$ cat config.mk
export PLATFORM = sky130hd
export DESIGN_NAME = wb_port_arbiter
export DESIGN_NICKNAME = d
export VERILOG_FILES = /design/src/rtl/wb_port_arbiter.sv
export SDC_FILE = /design/constraint.sdc
export NUM_CORES = 1
export LEC_CHECK = 0
export CAP_MARGIN = 0
export CORE_ASPECT_RATIO = 2
export CORE_MARGIN = 2
export CORE_UTILIZATION = 43
export CTS_CLUSTER_DIAMETER = 150
export DETAILED_ROUTE_END_ITERATION = 6
export GPL_TIMING_DRIVEN = 0
export PLACE_DENSITY = 0.79
export SLEW_MARGIN = 25
export SYNTH_ARGS = -nofsm -noshare
export SYNTH_HDL_FRONTEND = slang
export SYNTH_SLANG_ARGS = --single-unit
$ cat constraint.sdc
create_clock -name clk -period 2.38 [get_ports clk]
set_clock_uncertainty 0.15 [all_clocks]
set_input_delay 0.357 -clock clk [delete_from_list [all_inputs] [get_ports clk]]
set_output_delay 0.357 -clock clk [all_outputs]
set_load 0.05 [all_outputs]
$ cat src/rtl/wb_port_arbiter.sv
// Arbitrates the register-file write port between the WB pipeline path and a
// long-latency unit whose result waits in a one-entry buffer for a free slot.
module wb_port_arbiter #(
  parameter int unsigned STARVE_LIMIT = 4
) (
  input  logic        clk,
  input  logic        reset,
  input  logic        pipeWeW_i,
  input  logic [4:0]  pipeRdW_i,
  input  logic [31:0] pipeDataW_i,
  input  logic        lluValid_i,
  output logic        lluReady_o,
  input  logic [4:0]  lluRd_i,
  input  logic [31:0] lluData_i,
  output logic        rfWe_o,
  output logic [4:0]  rfRd_o,
  output logic [31:0] rfData_o,
  output logic        stallReq_o,
  output logic        lluDrop_o,
  output logic [1:0]  dbg_state
);

  typedef enum logic [1:0] {
    IDLE  = 2'd0,
    HOLD  = 2'd1,
    FORCE = 2'd2
  } state_t;

  localparam logic [3:0] WAIT_LAST = 4'(STARVE_LIMIT - 1);

  state_t      state_q, state_d;
  logic [3:0]  wait_cnt_q, wait_cnt_d;
  logic [4:0]  held_rd_q, held_rd_d;
  logic [31:0] held_data_q, held_data_d;
  logic        rf_we_d, drop_d;
  logic [4:0]  rf_rd_d;
  logic [31:0] rf_data_d;

  logic slot_busy, holding, grant, waw_hit, llu_accept;

  // LLU handshake: a result transfers on a cycle where lluValid_i and
  // lluReady_o are both high; lluValid_i may not depend on lluReady_o.
  assign lluReady_o = (state_q == IDLE);
  assign stallReq_o = (state_q == FORCE);
  assign dbg_state  = state_q;

  assign slot_busy  = pipeWeW_i && (pipeRdW_i != 5'd0);
  assign holding    = (state_q == HOLD) || (state_q == FORCE);
  assign grant      = holding && !slot_busy;
  assign waw_hit    = holding && slot_busy && (pipeRdW_i == held_rd_q);
  assign llu_accept = lluValid_i && lluReady_o && (lluRd_i != 5'd0);

  always_comb begin
    state_d     = state_q;
    wait_cnt_d  = wait_cnt_q;
    held_rd_d   = held_rd_q;
    held_data_d = held_data_q;
    rf_we_d     = 1'b0;
    rf_rd_d     = pipeRdW_i;
    rf_data_d   = pipeDataW_i;
    drop_d      = 1'b0;

    if (slot_busy) begin
      rf_we_d = 1'b1;
    end else if (grant) begin
      rf_we_d   = 1'b1;
      rf_rd_d   = held_rd_q;
      rf_data_d = held_data_q;
    end

    case (state_q)
      IDLE: begin
        if (llu_accept) begin
          state_d     = HOLD;
          wait_cnt_d  = 4'd0;
          held_rd_d   = lluRd_i;
          held_data_d = lluData_i;
        end
      end
      HOLD: begin
        if (grant) begin
          state_d = IDLE;
        end else if (waw_hit) begin
          state_d = IDLE;
          drop_d  = 1'b1;
        end else if (wait_cnt_q == WAIT_LAST) begin
          state_d = FORCE;
        end else begin
          wait_cnt_d = wait_cnt_q + 4'd1;
        end
      end
      FORCE: begin
        if (grant) begin
          state_d = IDLE;
        end else if (waw_hit) begin
          state_d = IDLE;
          drop_d  = 1'b1;
        end
      end
      default: state_d = IDLE;
    endcase
  end

  always_ff @(posedge clk) begin
    if (reset) begin
      state_q     <= IDLE;
      wait_cnt_q  <= 4'd0;
      held_rd_q   <= 5'd0;
      held_data_q <= 32'd0;
      rfWe_o      <= 1'b0;
      rfRd_o      <= 5'd0;
      rfData_o    <= 32'd0;
      lluDrop_o   <= 1'b0;
    end else begin
      state_q     <= state_d;
      wait_cnt_q  <= wait_cnt_d;
      held_rd_q   <= held_rd_d;
      held_data_q <= held_data_d;
      rfWe_o      <= rf_we_d;
      rfRd_o      <= rf_rd_d;
      rfData_o    <= rf_data_d;
      lluDrop_o   <= drop_d;
    end
  end

endmodule

==> flow_summary.yaml <==
pwr:
  ir_drop_mv: 0.5207
  powerDensity_nw_per_um2: 951.5
  p_leak_nw: 1.869
floorplanning:
  row_count: 44
  dieHeight_um: 124.5
  core-area_um2: 7157
  initial_utilization_pct: 43.60
  ios: 121
  fp.dieW_um: 64.24
  fp.dieArea_um2: 7995
synth:
  ys.flop_type: "dfxtp_1"
  synth_edf_count: 0
  synth_area_um2: 3120
  syn_area_per_cell_um2: 8.126
  ys_seq_area_share_pct: 52.61
  ys_types: 34
  ys_seq_elements: 82
  synthCells: 384
  syn-num-nets: 466
  ys_warn_count: 0
  async_reset_ff_share_pct: 0
place:
  pre_cts_slack_ns: -0.4085
  placed_area_um2: 4439
  place_inst: 596
  gp_congestion: 0.8891
  dp_hpwl_mm: 5.852
  port_buffers: 120
hold_path:
  hold_path_class: "in2reg"
routing:
  met3_length_um: 747
  drt-pass1-iter-count: 4
  met1_length_mm: 3.458
  wl_met2_mm: 3.967
  routed_wl_mm: 8.322
  drt_iter0_markers: 235
  vias_per_cell: 4.938
  drc: 0
  drtAntennaViolNets: 0
  vias: 3027
  top_layer: "met4"
  wl_per_cell_um: 13.58
sta:
  max_freq_mhz: 435.8
  period_share_pct: 96.42
  setup_viol: 0
  slew_violations: 0
  final-hold-violation-count: 0
  tightest_slew_ns: 0.5328
  rsz0062_at_grt: "no"
  max-slew-margin-rel_pct: 64.37
  fin_ws_ns: 0.08524
  final.min_clock_period_ns: 2.295
status:
  outcome: "completed"
clock_tree:
  cts_buffers: 9
  htreeDepth: 3
  cts_sinks: 82
  clkSlewWorstSetupHoldPaths_ns: 0.06
  clockBufferDepth: 2
  cts_hold_buf: 0
  clock-root-buffer: "clkbuf_16"
  insertion_delay_ns: 0.34
  cts_tree: "built"
layout:
  utilization_pct: 67.26
  nNetsFinal: 598
  fin_cells: 613
  diodes: 0
  final_area_um2: 4813
  area_growth_pct: 54.25
  drive_above_1_share_pct: 7.294
global_route:
  grt_pass1_wl_mm: 13.60
  grt_max_degree: 14
  grt_antenna_before_repair: 0
  grt_pass1_vias: 2869
  groute.usage.overall_pct: 21.60
  gr-total-overflow: 0
run:
  drv_cap: 0
worst_setup_path:
  cp-start-kind: "register"
  cp_max_fo: 4
  arrival_ns: 1.79
  cp-end-kind: "output pin"
  critPathKind: "reg2out"
  worstPathRequired_ns: 1.87
[report_power, final]
part | internal, mW | switching, mW | total [mW]
registers | 1.56 | 0.0829 | 1.64
logic | 0.572 | 0.951 | 1.52
clock network | 0.868 | 0.548 | 1.42
total | 3.00 | 1.58 | 4.58
[through the flow]
| step | hold WS, ns | TNS, ns | total power [mW] |
|---|---|---|---|
| after global placement | 0.2873 | -17.18 | 3.104 |
| after global routing | 0.2981 | 0 | 4.809 |
| final | 0.2887 | 0 | 4.580 |
| after floorplan | 0.2821 | 0 | 2.609 |
| after CTS | 0.3050 | 0 | 4.559 |
| after detailed placement | 0.2949 | -19.60 | 3.122 |
[cell usage in the layout (no fill, tap or decap), types with 3 or more instances in the layout]
cell             instances
nand2_1                147
clkdlybuf4s50_1        118
dfxtp_1                 80
a21oi_1                 74
clkbuf_1                14
clkbuf_16                9
nand2b_1                 7
buf_4                    5
inv_1                    4
clkbuf_2                 4
nor2_1                   4
xor2_1                   4
clkbuf_4                 3
o21ai_0                  3
a31oi_1                  3
ha_1                     3
[flip-flops by register name (all words and copies together), names as in the netlist]
name	flops
dbg_state	2
held_data_q	32
held_rd_q	5
lluDrop_o	1
rfData_o	32
rfRd_o	5
rfWe_o	1
wait_cnt_q	4
[layout make-up]
| cell class | instances | area, um2 |
|---|---|---|
| fill | 594 | 2344 |
| inverter | 4 | 15.01 |
| sequential | 82 | 1644 |
| tap | 92 | 115.1 |
| buffer | 25 | 126.4 |
| multi-input combinational | 273 | 1396 |
| clock inverter | 4 | 50.05 |
| clock buffer | 12 | 256.5 |
| timing repair buffer | 121 | 1210 |
[synthesized netlist by cell type (all sizes together) (3+ instances only)]
library cell / count / area, um2
nand2: 147 / 551.8
a21oi: 74 / 370.4
clkbuf: 17 / 63.81
o21ai: 3 / 15.01
dfxtp: 82 / 1642
nor2: 4 / 15.01
a31oi: 3 / 18.77
buf: 8 / 40.04
nand2b: 8 / 50.05
ha: 4 / 50.05
inv: 4 / 15.01
xor2: 4 / 35.03
[cell families after synthesis]
family          Yosys count  share of synthesized area [%]
compound gates           94                          17.92
xor+xnor                  5                          1.403
fa+ha+maj                 4                          1.604
buf+inv                  29                          3.809
flops                    82                          52.61
mux                       1                         0.3208
simple gates            169                          22.33
[final timing paths]
| path | to | slack, ns | startpoint | cells past startpoint |
|---|---|---|---|---|
| max | stallReq_o | 0.09 | dbg_state[0]$_SDFFE_PP0P_ | 3 |
| min | rfRd_o[1]$_SDFF_PP0_ | 0.29 | pipeRdW_i[1] | 3 |
| max reg2reg | wait_cnt_q[0]$_SDFFE_PP0P_ | 0.13 | dbg_state[1]$_SDFFE_PP0P_ | 8 |
| min reg2reg | rfData_o[19]$_SDFF_PP0_ | 0.30 | held_data_q[19]$_SDFFE_PP0P_ | 2 |
[layer usage]
| layer | global-route usage, % | vias to the layer above |
|---|---|---|
| met5 | 0 | - |
| li1 | - | 1530 |
| met1 | 26.72 | 1365 |
| met2 | 33.15 | 121 |
| met3 | 8.491 | 11 |
| met4 | 9.011 | 0 |
[critical path, stage by stage (launching register included)]
cell	delay (ns)
dfxtp_2	0.34
inv_1	0.11
ha_1	0.19
clkdlybuf4s50_1	0.81
[what timing repair did]
item                                    in CTS  in global routing
resized for setup                            5                 20
endpoints found under the setup margin      34                 54
setup buffers                                0                  1
pin swaps                                    1                  3
(Power assumes the default switching activity.)
